## src/rtl/riscv_pkg.sv

```systemverilog
// Shared front-end types: datapath width, redirect FSM states and the
// sequential next-PC helper used by branch resolution.
package riscv_pkg;

    localparam int XLEN        = 32;
    localparam int DRAIN_CNT_W = 4;

    typedef enum logic [1:0] {
        IDLE     = 2'd0,
        REDIRECT = 2'd1,
        DRAIN    = 2'd2
    } redirect_state_e;

    // Fall-through PC; wraps modulo 2^XLEN past the top of the address space.
    function automatic logic [XLEN-1:0] seq_pc(input logic [XLEN-1:0] pc);
        return pc + XLEN'(3'd4);
    endfunction

endpackage

```

## src/rtl/branch_mispredict_check.sv

```systemverilog
// Combinational branch/jump resolution: detects a wrong fetch-time prediction
// and produces the architecturally correct next PC.
module branch_mispredict_check
    import riscv_pkg::*;
(
    input  logic            i_ex_valid,
    input  logic            i_is_branch,
    input  logic            i_is_jump,
    input  logic            i_taken,
    input  logic [XLEN-1:0] i_target,
    input  logic [XLEN-1:0] i_pc,
    input  logic            i_pred_taken,
    input  logic [XLEN-1:0] i_pred_target,
    output logic            o_resolve,
    output logic            o_mispredict,
    output logic [XLEN-1:0] o_correct_pc
);

    logic w_resolve;
    logic w_dir_wrong;
    logic w_tgt_wrong;

    // A taken outcome also needs the predicted target to match.
    always_comb begin
        w_resolve   = i_ex_valid & (i_is_branch | i_is_jump);
        w_dir_wrong = (i_taken != i_pred_taken);
        w_tgt_wrong = i_taken & (i_target != i_pred_target);
        o_resolve    = w_resolve;
        o_mispredict = w_resolve & (w_dir_wrong | w_tgt_wrong);
        if (i_taken) begin
            o_correct_pc = i_target;
        end else begin
            o_correct_pc = seq_pc(i_pc);
        end
    end

endmodule

```

## src/rtl/branch_redirect_ctrl.sv

```systemverilog
// Front-end recovery sequencer: holds a PC redirect until fetch accepts it,
// flushes wrong-path stages, and reports predictor updates and statistics.
module branch_redirect_ctrl
    import riscv_pkg::*;
#(
    parameter int DRAIN_CYCLES = 1
) (
    input  logic            clk,
    input  logic            rst_n,
    input  logic            ex_valid,
    input  logic            ex_is_branch,
    input  logic            ex_is_jump,
    input  logic            ex_taken,
    input  logic [XLEN-1:0] ex_target,
    input  logic [XLEN-1:0] ex_pc,
    input  logic            ex_pred_taken,
    input  logic [XLEN-1:0] ex_pred_target,
    input  logic            redirect_ready,
    output logic            redirect_valid,
    output logic [XLEN-1:0] redirect_pc,
    output logic            redirect_misaligned,
    output logic            flush_if_id,
    output logic            flush_id_ex,
    output logic            bp_update_valid,
    output logic [XLEN-1:0] bp_update_pc,
    output logic [XLEN-1:0] bp_update_target,
    output logic            bp_update_taken,
    output logic [31:0]     resolve_count,
    output logic [31:0]     mispredict_count
);

    localparam logic [DRAIN_CNT_W-1:0] DRAIN_INIT = DRAIN_CNT_W'(DRAIN_CYCLES);

    logic                   w_resolve;
    logic                   w_mispredict;
    logic [XLEN-1:0]        w_correct_pc;
    logic                   w_take_resolve;
    redirect_state_e        r_state;
    redirect_state_e        w_state_nxt;
    logic [DRAIN_CNT_W-1:0] r_drain_cnt;
    logic [DRAIN_CNT_W-1:0] w_drain_cnt_nxt;
    logic                   r_redirect_valid;
    logic [XLEN-1:0]        r_redirect_pc;
    logic                   r_redirect_misaligned;
    logic                   r_flush;
    logic                   r_bp_valid;
    logic [XLEN-1:0]        r_bp_pc;
    logic [XLEN-1:0]        r_bp_target;
    logic                   r_bp_taken;
    logic [31:0]            r_resolve_cnt;
    logic [31:0]            r_mispredict_cnt;

    branch_mispredict_check u_check (
        .i_ex_valid    (ex_valid),
        .i_is_branch   (ex_is_branch),
        .i_is_jump     (ex_is_jump),
        .i_taken       (ex_taken),
        .i_target      (ex_target),
        .i_pc          (ex_pc),
        .i_pred_taken  (ex_pred_taken),
        .i_pred_target (ex_pred_target),
        .o_resolve     (w_resolve),
        .o_mispredict  (w_mispredict),
        .o_correct_pc  (w_correct_pc)
    );

    // Outcomes arriving outside IDLE belong to the wrong path and are dropped.
    assign w_take_resolve = w_resolve & (r_state == IDLE);

    // Next-state and drain-counter logic for the recovery FSM.
    always_comb begin
        w_state_nxt     = r_state;
        w_drain_cnt_nxt = r_drain_cnt;
        case (r_state)
            IDLE: begin
                if (w_mispredict) begin
                    w_state_nxt = REDIRECT;
                end else begin
                    w_state_nxt = IDLE;
                end
            end
            REDIRECT: begin
                if (!redirect_ready) begin
                    w_state_nxt = REDIRECT;
                end else if (DRAIN_INIT == {DRAIN_CNT_W{1'b0}}) begin
                    w_state_nxt = IDLE;
                end else begin
                    w_state_nxt     = DRAIN;
                    w_drain_cnt_nxt = DRAIN_INIT;
                end
            end
            DRAIN: begin
                if (r_drain_cnt <= DRAIN_CNT_W'(1)) begin
                    w_state_nxt     = IDLE;
                    w_drain_cnt_nxt = {DRAIN_CNT_W{1'b0}};
                end else begin
                    w_drain_cnt_nxt = r_drain_cnt - DRAIN_CNT_W'(1);
                end
            end
            default: begin
                w_state_nxt     = IDLE;
                w_drain_cnt_nxt = {DRAIN_CNT_W{1'b0}};
            end
        endcase
    end

    // FSM state plus redirect/flush outputs registered from the next state.
    always_ff @(posedge clk or negedge rst_n) begin
        if (!rst_n) begin
            r_state               <= IDLE;
            r_drain_cnt           <= {DRAIN_CNT_W{1'b0}};
            r_redirect_valid      <= 1'b0;
            r_redirect_pc         <= {XLEN{1'b0}};
            r_redirect_misaligned <= 1'b0;
            r_flush               <= 1'b0;
        end else begin
            r_state          <= w_state_nxt;
            r_drain_cnt      <= w_drain_cnt_nxt;
            r_redirect_valid <= (w_state_nxt == REDIRECT);
            r_flush          <= (w_state_nxt != IDLE);
            if ((r_state == IDLE) && w_mispredict) begin
                r_redirect_pc         <= w_correct_pc;
                r_redirect_misaligned <= |w_correct_pc[1:0];
            end else if (w_state_nxt != REDIRECT) begin
                r_redirect_misaligned <= 1'b0;
            end
        end
    end

    // Predictor update pulse and wrapping resolution statistics.
    always_ff @(posedge clk or negedge rst_n) begin
        if (!rst_n) begin
            r_bp_valid       <= 1'b0;
            r_bp_pc          <= {XLEN{1'b0}};
            r_bp_target      <= {XLEN{1'b0}};
            r_bp_taken       <= 1'b0;
            r_resolve_cnt    <= 32'd0;
            r_mispredict_cnt <= 32'd0;
        end else begin
            r_bp_valid <= w_take_resolve;
            if (w_take_resolve) begin
                r_bp_pc       <= ex_pc;
                r_bp_target   <= ex_target;
                r_bp_taken    <= ex_taken;
                r_resolve_cnt <= r_resolve_cnt + 32'd1;
                if (w_mispredict) begin
                    r_mispredict_cnt <= r_mispredict_cnt + 32'd1;
                end
            end
        end
    end

    assign redirect_valid      = r_redirect_valid;
    assign redirect_pc         = r_redirect_pc;
    assign redirect_misaligned = r_redirect_misaligned;
    assign flush_if_id         = r_flush;
    assign flush_id_ex         = r_flush;
    assign bp_update_valid     = r_bp_valid;
    assign bp_update_pc        = r_bp_pc;
    assign bp_update_target    = r_bp_target;
    assign bp_update_taken     = r_bp_taken;
    assign resolve_count       = r_resolve_cnt;
    assign mispredict_count    = r_mispredict_cnt;

endmodule

```

## config.mk

```make
export PLATFORM = sky130hd
export DESIGN_NAME = branch_redirect_ctrl
export DESIGN_NICKNAME = d
export VERILOG_FILES = /design/src/rtl/riscv_pkg.sv /design/src/rtl/branch_mispredict_check.sv /design/src/rtl/branch_redirect_ctrl.sv
export SDC_FILE = /design/constraint.sdc
export NUM_CORES = 1
export LEC_CHECK = 0
export CAP_MARGIN = 10
export CORE_MARGIN = 2
export CORE_UTILIZATION = 47
export CTS_CLUSTER_DIAMETER = 80
export DETAILED_ROUTE_END_ITERATION = 16
export GPL_ROUTABILITY_DRIVEN = 0
export PLACE_DENSITY = 0.82
export SETUP_SLACK_MARGIN = 0.15
export SLEW_MARGIN = 40
export SYNTH_ARGS = -nofsm -noshare
export SYNTH_HDL_FRONTEND = slang
export SYNTH_SLANG_ARGS = --single-unit
```

## constraint.sdc

```tcl
create_clock -name clk -period 2.8 [get_ports clk]
set_clock_uncertainty 0.2 [all_clocks]
set_input_delay 0.42 -clock clk [delete_from_list [all_inputs] [get_ports clk]]
set_output_delay 0.42 -clock clk [all_outputs]
set_load 0.05 [all_outputs]
```

## Word level (Yosys, flattened, before mapping)

Index checks and enable logic that the tools add are counted.

- Word-level logic and storage cells: 48
- Input port bits: 104
- Register bits: 171
- Output and inout bits: 166

- Muxes and demuxes: 10
- Reduce and logical (&&, ||, !) cells: 7
- Magnitude comparators: 1
- Eq/ne operators: 7
- Bitwise logic cells: 7
- Add/subtract/negate cells: 4

Operator list:

| operator | count |
|---|---|
| 32-bit by 1-bit adder with 32-bit output, second input constant | 2 |
| 32-bit by 3-bit adder with 32-bit output, second input constant | 1 |
| 32-bit 2-to-1 mux | 1 |
| 32-bit inequality test | 1 |
| 4-bit one-hot mux with 3 select lines | 1 |
| 4-bit 2-to-1 mux | 2 |
| 2-bit one-hot mux with 3 select lines | 1 |
| 1-bit bitwise AND | 4 |
| 2-bit by 1-bit == test with 1-bit output, second input constant | 2 |
| 4-bit by 1-bit <= comparator with 1-bit output, second input constant | 1 |
| 2-bit 2-to-1 mux | 2 |
| 2-bit AND reduction | 2 |
| 2-bit nonzero test | 2 |
| 4-bit by 1-bit subtractor with 4-bit output, second input constant | 1 |
| 1-bit 2-to-1 mux | 3 |
| 2-bit == test, second input constant | 1 |
| 2-bit logical NOT | 1 |
| 2-bit by 1-bit inequality test with 1-bit output, second input constant | 1 |
| 2-bit inequality test, second input constant | 1 |
| 1-bit OR | 2 |
| 2-bit OR reduction | 1 |
| 1-bit logical AND | 1 |
| 1-bit inequality test | 1 |
| 1-bit NOT | 1 |

## Depth between registers and ports, before layout

- Word-level depth: 9
- Gate-level depth with buffers: 9
- Depth with buffers taken out: 8

## Hierarchy

Synthesis repeated with hierarchy kept, for this count alone.

- Cell total of the unflattened synthesis: 699
- Area, all modules: 8303.0 µm²

Modules (own cells, without submodules):

| module | sequential area each (µm²) | times used | cells an instance | area an instance (µm²) |
|---|---|---|---|---|
| branch_redirect_ctrl | 4279.1 | 1 | 511 | 7035.5 |
| branch_mispredict_check | 0.0 | 1 | 188 | 1267.5 |

## Worst setup path before layout

OpenSTA, ideal clock, no wires.

- Kind: flip-flop to flip-flop
- From: register r_resolve_cnt[0], in the netlist resolve_count[0]
- To: register r_resolve_cnt[30], in the netlist resolve_count[30]
- Stages on the path, launching flop included: 8
- Path buffers: 0
- Setup slack: 0.429 ns
- Data arrival time: 2.089 ns
- Period minus slack after synthesis: 2.371 ns
- Data required time: 2.518 ns
- Cell sequence: dfrtp_1 -> ha_1 -> nand2_1 -> nor3_1 -> and3_1 -> nand4_1 -> nor2_1 -> xor2_1

- Cells in the longest elaborated chain, start to end: 1

RTL lines:

| item | line | RTL |
|---|---|---|
| start: declaration | branch_redirect_ctrl.sv:50 | `logic [31:0] r_resolve_cnt;` |
| start signal: assignment | branch_redirect_ctrl.sv:145 | `r_resolve_cnt <= r_resolve_cnt + 32'd1;` |
| 32-bit by 1-bit adder with 32-bit output | branch_redirect_ctrl.sv:145 |  |

Every way passes these cells.
A chain may end at the register's enable or synchronous reset.

## Worst setup path in the final report

- From: input ex_target[25]
- To: register r_redirect_pc[24], in the netlist redirect_pc[24]

- Cells in the longest elaborated chain, start to end: 5

RTL lines:

| item | line | RTL |
|---|---|---|
| start: declaration | branch_redirect_ctrl.sv:14 | `input logic [XLEN-1:0] ex_target,` |
| 32-bit inequality test | branch_mispredict_check.sv:27 | `w_tgt_wrong = i_taken & (i_target != i_pred_target);` |
| 1-bit bitwise AND | branch_mispredict_check.sv:27 |  |
| 1-bit OR | branch_mispredict_check.sv:29 | `o_mispredict = w_resolve & (w_dir_wrong \| w_tgt_wrong);` |
| 1-bit bitwise AND | branch_mispredict_check.sv:29 |  |
| 1-bit logical AND | branch_redirect_ctrl.sv:121 | `if ((r_state == IDLE) && w_mispredict) begin` |
| end signal: assignment | branch_redirect_ctrl.sv:113 | `r_redirect_pc <= {XLEN{1'b0}};` |
| end signal: assignment | branch_redirect_ctrl.sv:122 | `r_redirect_pc <= w_correct_pc;` |
| end: declaration | branch_redirect_ctrl.sv:43 | `logic [XLEN-1:0] r_redirect_pc;` |

Every way passes these cells.

==> results.json <==
{
  "clock_sinks": 171,
  "core_um2": 17400,
  "power_density_nw_per_um2": 917,
  "rrSetupSlack_ns": 0.38,
  "worstSetupPathType": "primary input to register",
  "vias_per_cell": 5.36,
  "crit_arrival_ns": 2.63,
  "reg2reg_from": "r_state[1]",
  "hp-class": "primary input to register",
  "place.port_buffers": 269,
  "path_clk_slew_ns": 0.06,
  "syn_to_final_growth_pct": 48.8,
  "globalRouteOverflowTotal": 0,
  "rr_worst_depth": 9,
  "endpoint_kind": "register",
  "synth.yosys.seq_area_share_pct": 51.3,
  "cp_slowest_cell": "clkdlybuf4s50_1",
  "start_util_pct": 48.1,
  "synth_flop_cell": "dfrtp_1",
  "drv_cap": 0,
  "grt_usage_pct": 28.4,
  "antenna_found_initial": 1,
  "yosys_warnings": 0,
  "netlist_area_um2": 8350,
  "dieHeight_um": 137,
  "ys_seq_elements": 171,
  "power_mw": 11.4,
  "start_kind": "primary input",
  "wl_per_cell_um": 18.0,
  "hold_ws_ns": 0.269,
  "synth_nets": 991,
  "dr.pass1.iters": 5,
  "cp_cell_sequence": "clkdlybuf4s50_1, xor2_1, nor4_2, buf_4, nand4_1, nor3_4, buf_4, nor2_2, buf_12, mux2_4",
  "die-area_um2": 18800,
  "max_freq_mhz": 397,
  "worst_r2r_endpoint": "resolve_count[28]",
  "drive_gt1_share_pct": 11.3,
  "worst_pin_slew_ns": 0.740,
  "drtAntennaViolNets": 0,
  "rows": 48,
  "crit_start": "ex_target[25]",
  "clockBufferDepth": 2,
  "synth-edff-count": 0,
  "synth_cell_type_count": 41,
  "cp_max_fo": 15,
  "required_ns": 2.91,
  "critical_path.max_stage_delay_ns": 0.45,
  "avgSynthCellArea_um2": 9.51,
  "ir_drop_mv": 0.696,
  "antenna_cells": 0,
  "grt_max_degree": 66,
  "cts_buffers": 17,
  "rsz0062_at_grt": "false",
  "wirelength_mm": 26.0,
  "drtIter0Drc": 356,
  "io_pins": 270,
  "period_share_pct": 90.0,
  "drc_errors": 0,
  "num_vias": 7757,
  "nets": 1321,
  "hold_viol": 0,
  "fin_cells": 1446,
  "status": "finished, final reports clean",
  "clock_latency_ns": 0.43,
  "dpl.cell_count": 1412,
  "crit_top_cell": "buf_4",
  "synth-async-reset-ratio_pct": 100,
  "finalSetupTns_ns": 0,
  "first_global_vias": 7631,
  "p_leak_nw": 5.70,
  "finalSetupViolCount": 0,
  "cts_root_buffer": "clkbuf_16",
  "htree_levels": 4,
  "die_w_um": 137,
  "grt_pass1_wl_mm": 40.6,
  "min_period_ns": 2.52,
  "timing.final.max_slew_violations": 0,
  "maxSlewHeadroom_pct": 50.6,
  "hpwlAfterDp_mm": 19.7,
  "fillCellCount": 1318,
  "worstSetupEndpoint": "redirect_pc[24]",
  "cts_tree": "done",
  "netlist_instances": 878
}
where the power goes:
part	switching [mW]	internal, mW	leakage [nW]
Sequential	0.480	3.13	2.20
Clock	1.05	1.36	0.291
Combinational	3.58	1.77	3.20
Total	5.12	6.27	5.70
routing by layer:
layer	track usage, %	vias up	part of all wire [%]
met5	0	-	0.031
met4	10.9	2	3.0
met3	8.35	46	9.1
met2	48.2	338	49
met1	34.1	3752	39
li1	-	3619	-
critical path: cells and delay by family:
| family | cells | cell delay, ns |
|---|---|---|
| buf+inv | 4 | 0.96 |
| simple gates | 4 | 0.78 |
| xor+xnor | 1 | 0.17 |
| mux | 1 | 0.30 |
stage by stage:
step / utilization (%) / area [um2] / worst slack, ns
4_1_cts: 71.5 / 12400 / 0.163
6_report: 71.6 / 12400 / 0.280
3_3_place_gp: 67.9 / 11800 / -0.476
2_1_floorplan: - / 8350 / 0.429
3_5_place_dp: 67.9 / 11800 / -0.421
5_1_grt: 71.6 / 12400 / 0.189
flip-flops by register name, indices dropped and copies added (netlist names):
name	cells
r_state	2
bp_update_taken	1
bp_update_valid	1
bp_update_pc	32
resolve_count	32
flush_id_ex	1
redirect_misaligned	1
redirect_pc	32
mispredict_count	32
r_drain_cnt	4
bp_update_target	32
redirect_valid	1
Yosys cell counts, types with 2 or more instances:
master,count,area [um2]
nand4_1,24,150
nand2_1,251,942
nand3_1,34,170
a31oi_1,4,25.0
inv_1,10,37.5
nor3b_1,2,15.0
nor3_4,2,32.5
nor3_1,29,145
buf_2,5,25.0
o31ai_1,4,30.0
and3_1,13,81.3
xnor2_1,48,420
mux2_4,10,150
clkbuf_2,2,10.0
mux2i_1,14,140
and4_1,8,70.1
nor2_1,25,93.8
dfrtp_1,171,4280
mux2_2,6,67.6
ha_1,9,113
and2_1,2,12.5
nand2b_1,4,25.0
or3_1,5,31.3
a21oi_1,7,35.0
o21ai_0,55,275
clkbuf_1,25,93.8
buf_4,3,22.5
o21ai_1,5,25.0
nor4_1,19,119
xor2_1,71,622
cell type report:
class / instances / area, um2 / area share [%]
timing repair buffer: 347 / 3330 / 26.8
tap: 225 / 282 / 2.27
clock inverter: 13 / 158 / 1.27
sequential: 171 / 4280 / 34.5
multi-input combinational: 660 / 3890 / 31.3
inverter: 11 / 41.3 / 0.332
clock buffer: 19 / 443 / 3.57
placed cells by master, fill, tap and decap left out, types with 4 or more instances in the layout:
master           synthesis  layout
clkinv_4                 0       5
nand4_1                 24      24
mux2_4                  10      10
ha_1                     9       9
nand2b_1                 4       4
nand2_1                251     251
nor3_1                  29      29
a21oi_1                  7       7
clkbuf_16                0      17
inv_6                    0       4
xnor2_1                 48      48
nor4_1                  19      15
mux2i_1                 14      14
o31ai_1                  4       4
o21ai_0                 55      55
xor2_1                  71      71
clkdlybuf4s50_1          0     267
buf_4                    3      73
dfrtp_1                171     171
buf_12                   0       4
nand3_1                 34      34
o21ai_1                  5       4
and4_1                   8       8
mux2_2                   6       6
nor4_2                   0       4
or3_1                    5       5
nor2_1                  25      25
inv_1                   10       9
a31oi_1                  4       4
and3_1                  13      13
worst min-delay path by stage:
stage	depth (start not counted)	end	slack (ns)	from
6_report	3	redirect_pc[7]	0.27	ex_taken
5_1_grt	3	redirect_pc[7]	0.26	ex_taken
4_1_cts	3	redirect_pc[7]	0.24	ex_taken
3_5_place_dp	1	mispredict_count[13]	0.25	rst_n
3_3_place_gp	1	r_drain_cnt[2]	0.24	rst_n
2_1_floorplan	0	bp_update_pc[0]	-0.08	rst_n
what timing repair did:
item,in CTS,in global routing
setup buffers,0,1
hold endpoints to repair,61,0
hold buffers,1,0
pin swaps,0,4
endpoints found under the setup margin,67,36
resized for setup,3,1
cells by family (layout without fill, tap and decap cells):
family,after synthesis,in the layout,synth area share [%]
compound gates,79,79,5.07
flops,171,171,51.3
mux,30,30,4.29
fa+ha+maj,9,9,1.35
xor+xnor,119,119,12.5
simple gates,423,423,23.1
buf+inv,47,390,2.44
Power figures use the tool's default switching activity.
